$ cat src/rtl/hs_reg_pipeline_if.sv
// hs_reg_pipeline_if: handshaked input/output stream, flush and occupancy of a register pipeline
interface hs_reg_pipeline_if #(
    parameter int DATA_WIDTH = 8,
    parameter int DEPTH = 3
);
    logic [DATA_WIDTH-1:0] din_data;
    logic din_vld;
    logic din_rd;
    logic [DATA_WIDTH-1:0] dout_data;
    logic dout_vld;
    logic dout_rd;
    logic flush;
    logic [$clog2(DEPTH+1)-1:0] occupancy;
    modport master (
        output din_data, din_vld, dout_rd, flush,
        input din_rd, dout_data, dout_vld, occupancy
    );
    modport slave (
        input din_data, din_vld, dout_rd, flush,
        output din_rd, dout_data, dout_vld, occupancy
    );
endinterface

$ cat src/rtl/hs_reg_pipeline.sv
// hs_reg_pipeline: DEPTH-stage valid/ready register pipeline with bubble collapse, flush and occupancy
module hs_reg_pipeline #(
    parameter int DATA_WIDTH = 8,
    parameter int DEPTH = 3,
    parameter logic [DATA_WIDTH-1:0] INIT_VAL = '0
) (
    input logic clk,
    input logic rst,
    hs_reg_pipeline_if.slave bus
);
    localparam int OW = $clog2(DEPTH+1);
    logic [DEPTH-1:0][DATA_WIDTH-1:0] data;
    logic [DEPTH:0][DATA_WIDTH-1:0] src_data;
    logic [DEPTH-1:0] vld, rd, nxt_vld;
    logic [DEPTH:0] src_vld;
    logic [OW-1:0] occ;
    assign src_data = {data, bus.din_data};
    assign src_vld = {vld, bus.din_vld};
    // stage i is ready unless it and every stage after it hold a word while the output stalls
    for (genvar i = 0; i < DEPTH; i++) begin : g_rd
        assign rd[i] = bus.dout_rd || !(&vld[DEPTH-1:i]);
    end
    always_comb begin
        nxt_vld = vld;
        for (int i = 0; i < DEPTH; i++) nxt_vld[i] = rd[i] ? src_vld[i] : vld[i];
        if (bus.flush) nxt_vld = '0;
    end
    always_ff @(posedge clk) begin
        if (rst) begin
            vld <= '0;
            data <= {DEPTH{INIT_VAL}};
            occ <= '0;
        end else begin
            vld <= nxt_vld;
            occ <= OW'($countones(nxt_vld));
            for (int i = 0; i < DEPTH; i++) if (rd[i] && !bus.flush) data[i] <= src_data[i];
        end
    end
    assign bus.din_rd = rd[0] && !bus.flush && !rst;
    assign bus.dout_data = data[DEPTH-1];
    assign bus.dout_vld = vld[DEPTH-1];
    assign bus.occupancy = occ;
endmodule

$ cat src/flat_wrapper.sv
// flat-port wrapper written by rule: the top's interface ports become plain ports
module hs_reg_pipeline_flat 
#(
    parameter int DATA_WIDTH = 8,
    parameter int DEPTH = 3,
    parameter logic [DATA_WIDTH-1:0] INIT_VAL = '0
)
  (clk, rst, bus_din_data, bus_din_vld, bus_dout_rd, bus_flush, bus_din_rd, bus_dout_data, bus_dout_vld, bus_occupancy);
  hs_reg_pipeline_if #(.DATA_WIDTH(DATA_WIDTH), .DEPTH(DEPTH)) bus_i ();
  input logic clk;
  input logic rst;
  input wire logic [$bits(bus_i.din_data)-1:0] bus_din_data;
  input wire logic [$bits(bus_i.din_vld)-1:0] bus_din_vld;
  input wire logic [$bits(bus_i.dout_rd)-1:0] bus_dout_rd;
  input wire logic [$bits(bus_i.flush)-1:0] bus_flush;
  output wire logic [$bits(bus_i.din_rd)-1:0] bus_din_rd;
  output wire logic [$bits(bus_i.dout_data)-1:0] bus_dout_data;
  output wire logic [$bits(bus_i.dout_vld)-1:0] bus_dout_vld;
  output wire logic [$bits(bus_i.occupancy)-1:0] bus_occupancy;
  assign bus_i.din_data = bus_din_data;
  assign bus_i.din_vld = bus_din_vld;
  assign bus_i.dout_rd = bus_dout_rd;
  assign bus_i.flush = bus_flush;
  assign bus_din_rd = bus_i.din_rd;
  assign bus_dout_data = bus_i.dout_data;
  assign bus_dout_vld = bus_i.dout_vld;
  assign bus_occupancy = bus_i.occupancy;
  hs_reg_pipeline #(.DATA_WIDTH(DATA_WIDTH), .DEPTH(DEPTH), .INIT_VAL(INIT_VAL)) u_core (.clk(clk), .rst(rst), .bus(bus_i));
endmodule
$ cat config.mk
export PLATFORM = sky130hd
export DESIGN_NAME = hs_reg_pipeline_flat
export DESIGN_NICKNAME = d
export VERILOG_FILES = /design/src/rtl/hs_reg_pipeline_if.sv /design/src/rtl/hs_reg_pipeline.sv /design/src/flat_wrapper.sv
export SDC_FILE = /design/constraint.sdc
export NUM_CORES = 1
export LEC_CHECK = 0
export CORE_UTILIZATION = 45
export CTS_CLUSTER_SIZE = 25
export DETAILED_ROUTE_END_ITERATION = 10
export PLACE_DENSITY_LB_ADDON = 0.25
export SYNTH_ARGS = -nofsm -noshare
export SYNTH_HDL_FRONTEND = slang
export SYNTH_SLANG_ARGS = --single-unit
$ cat constraint.sdc
create_clock -name clk -period 1.9 [get_ports clk]
set_clock_uncertainty 0.05 [all_clocks]
set_input_delay 0.38 -clock clk [delete_from_list [all_inputs] [get_ports clk]]
set_output_delay 0.38 -clock clk [all_outputs]
set_load 0.03 [all_outputs]
==> impl_metrics.prom <==
# TYPE chip_impl_metric gauge
chip_impl_info{name="cp_cell_instances",value="clkdlybuf4s50_1"} 1
chip_impl_info{name="synth_top_area_cell",value="dfxtp_1"} 1
chip_impl_metric{name="yosysWarningCount",unit=""} 0
chip_impl_metric{name="grt_start_max_net_pins",unit=""} 38
chip_impl_metric{name="dpl.hpwl",unit="mm"} 1.43
chip_impl_info{name="outcome",value="completed"} 1
chip_impl_metric{name="starting_utilization_of_the_core_area",unit="%"} 49.0
chip_impl_metric{name="cts.sinks",unit=""} 29
chip_impl_metric{name="crit_cells",unit=""} 1
chip_impl_metric{name="finalHoldViolations",unit=""} 0
chip_impl_metric{name="synth_cells",unit=""} 128
chip_impl_metric{name="achievable-frequency",unit="GHz"} 0.560
chip_impl_metric{name="post-synth-top-area-fraction",unit="%"} 46.1
chip_impl_metric{name="die_area",unit="um^2"} 3010
chip_impl_metric{name="mappedNetlistNets",unit=""} 142
chip_impl_metric{name="grt.overflow.total",unit=""} 0
chip_impl_metric{name="synth.yosys.seq_area_share",unit="%"} 46.1
chip_impl_metric{name="die_w",unit="um"} 54.9
chip_impl_metric{name="post_route_cells_drive_above_1_share",unit="%"} 10.8
chip_impl_metric{name="timing.reg2reg.worst_path_depth",unit=""} 6
chip_impl_metric{name="avgSynthCellArea",unit="um^2"} 9.83
chip_impl_metric{name="remaining_drc_errors",unit=""} 0
chip_impl_metric{name="routed_wl",unit="mm"} 2.15
chip_impl_metric{name="path_max_fanout",unit=""} 3
chip_impl_metric{name="antenna_found_initial",unit=""} 0
chip_impl_metric{name="timing.critical_path.slowest_cell_delay",unit="ps"} 680
chip_impl_metric{name="wl_per_cell",unit="um"} 12.1
chip_impl_info{name="critPathCaptureType",value="output pin"} 1
chip_impl_metric{name="critPathArrivalTime",unit="ps"} 1350
chip_impl_info{name="timing.setup.critical_path_class",value="register to output pin"} 1
chip_impl_metric{name="grt_first_pass_wirelength",unit="mm"} 3.46
chip_impl_metric{name="path_clk_slew",unit="ps"} 90
chip_impl_metric{name="number_of_global_route_vias_before_repair",unit=""} 781
chip_impl_metric{name="i_o_pin_count",unit=""} 25
chip_impl_metric{name="powerDensity",unit="nW/um^2"} 749
chip_impl_metric{name="die_height",unit="um"} 54.9
chip_impl_metric{name="final_max_slew_viol_count",unit=""} 0
chip_impl_metric{name="worst-path-buf-inv",unit=""} 1
chip_impl_metric{name="nNetsFinal",unit=""} 162
chip_impl_metric{name="min_delay_path_depth",unit=""} 2
chip_impl_info{name="cp-start-kind",value="register"} 1
chip_impl_info{name="ys_top_cells_by_area",value="dfxtp_1 (46%), mux2i_1 (13%), nand2b_1 (12%)"} 1
chip_impl_metric{name="initialDrtViolationCount",unit=""} 8
chip_impl_metric{name="final_setup_violations",unit=""} 0
chip_impl_info{name="final_common_cell",value="dfxtp_1"} 1
chip_impl_info{name="grt_setup_unrepaired",value="false"} 1
chip_impl_metric{name="period_minus_slack",unit="ps"} 1780
chip_impl_metric{name="antenna_violating_nets_post_route",unit=""} 0
chip_impl_metric{name="timing.critical_path.required",unit="ps"} 1470
chip_impl_metric{name="synthDistinctLibCells",unit=""} 21
chip_impl_info{name="commonest_non_fill_non_tap_cells_in_the_layout",value="dfxtp_1 (29), nand2b_1 (24), clkdlybuf4s50_1 (21)"} 1
chip_impl_metric{name="worstMarginPinSlew",unit="ps"} 395
chip_impl_metric{name="area_growth_syn_to_layout",unit="%"} 21.0
chip_impl_metric{name="max-slew-margin-rel",unit="%"} 73.6
chip_impl_metric{name="cts_inserted_buffers",unit=""} 5
chip_impl_metric{name="clk_latency",unit="ps"} 320
chip_impl_metric{name="dr_total_vias",unit=""} 906
chip_impl_metric{name="cellLeakagePower",unit="nW"} 0.597
chip_impl_metric{name="htreeDepth",unit=""} 2
chip_impl_metric{name="clk_path_buf_depth",unit=""} 2
chip_impl_metric{name="num_rows",unit=""} 18
chip_impl_info{name="cts_root_buf",value="clkbuf_4"} 1
chip_impl_metric{name="synth-seq-cells",unit=""} 29
chip_impl_metric{name="power.ir.vdd_worst",unit="mV"} 0.500
chip_impl_metric{name="grt_util_all_layers",unit="%"} 17.2
chip_impl_metric{name="port_buffers",unit=""} 24
chip_impl_metric{name="viasPerCell",unit=""} 5.09
chip_impl_metric{name="place_congestion",unit=""} 0.777
chip_impl_metric{name="final.hold.worst_slack",unit="ps"} 389
chip_impl_metric{name="finalCritPeriodShare",unit="%"} 93.9
chip_impl_info{name="timing.hold.worst.class",value="input pin to register"} 1
chip_impl_info{name="cts_tree",value="done"} 1
chip_impl_info{name="cp_top_family",value="buffers and inverters"} 1
chip_impl_metric{name="post_synth_instance_area",unit="um^2"} 1260
chip_impl_metric{name="worst_setup_slack_post_dpl",unit="ps"} -168
chip_impl_metric{name="core_area",unit="um^2"} 2570
chip_impl_metric{name="fin_ws",unit="ps"} 115
chip_impl_metric{name="diodes",unit=""} 0
chip_impl_metric{name="detailedRoute.firstPassIterationCount",unit=""} 4
chip_impl_info{name="cpMaxStageDelayCell",value="clkdlybuf4s50_1"} 1
chip_impl_metric{name="drv.max_cap_violation_count",unit=""} 0
-- cells by family (layout without fill, tap and decap cells) --
family          after synthesis  count (layout)  synth area share, %
buf+inv                      18              38                 9.74
mux                          16              16                 12.7
compound gates               20              20                 9.05
simple gates                 44              44                 20.8
fa+ha+maj                     1               1                 1.59
flops                        29              29                 46.1
-- layer usage --
metal	share of wire [%]	vias up	GRT usage, %
met1	49	415	22.3
li1	-	458	-
met4	2.2	0	9.40
met5	0	-	0
met2	42	25	22.7
met3	6.7	8	8.61
-- repair_timing --
| item | CTS | global route |
|---|---|---|
| hold buffers | 0 | 0 |
| pin swaps | 0 | 0 |
| endpoints found under the setup margin | 1 | 1 |
| buffers inserted | 1 | 0 |
| gates resized for setup | 2 | 1 |
-- worst paths after layout --
check	to	slack, ps	start
setup reg to reg	u_core.bus.occupancy[0]	210	u_core.vld[2]
hold reg to reg	u_core.bus.dout_data[1]	430	u_core.data[9]
hold / removal	u_core.vld[1]	390	bus_flush
setup / recovery	bus_dout_vld	120	u_core.vld[2]
-- through the flow --
| step | cells | power [mW] | area (um^2) | setup TNS, ps | utilization, % |
|---|---|---|---|---|---|
| floorplan | 128 | 0.734 | 1260 | 0 | - |
| global placement | 170 | 0.775 | 1450 | -215 | 56.6 |
| detailed placement | 170 | 0.778 | 1450 | -302 | 56.6 |
| CTS | 178 | 1.15 | 1520 | 0 | 59.2 |
| global route | 178 | 1.20 | 1520 | 0 | 59.3 |
| finish | 178 | 1.14 | 1520 | 0 | 59.3 |
-- layout make-up --
cell class	instances	area [um^2]
multi-input combinational	81	562
inverter	1	3.75
tap	30	37.5
sequential	29	581
timing repair buffer	30	284
fill	254	1040
clock buffer	7	55.1
-- power breakdown --
group	switching, mW	leakage (nW)	internal, mW
sequential	0.00887	0.236	0.630
combinational	0.0597	0.329	0.0653
clock	0.203	0.0314	0.174
-- state kept, by name, indices dropped and copies added (netlist names) --
signal and count:
u_core.bus.occupancy 2, u_core.vld 3, u_core.data 16, u_core.bus.dout_data 8
-- cells in the mapped netlist --
library cell  number
inv_1              1
nor3_1             3
and2b_1            1
a21oi_1            9
nand2b_1          24
a31oi_1            2
buf_4              9
buf_6              2
nor2b_4            1
or2b_1             1
a21oi_4            1
o21ai_0            8
nand3_1            8
dfxtp_1           29
buf_2              4
clkbuf_2           1
clkbuf_1           1
nor2b_1            2
nor2_1             4
fa_1               1
mux2i_1           16
(Power assumes the default switching activity.)
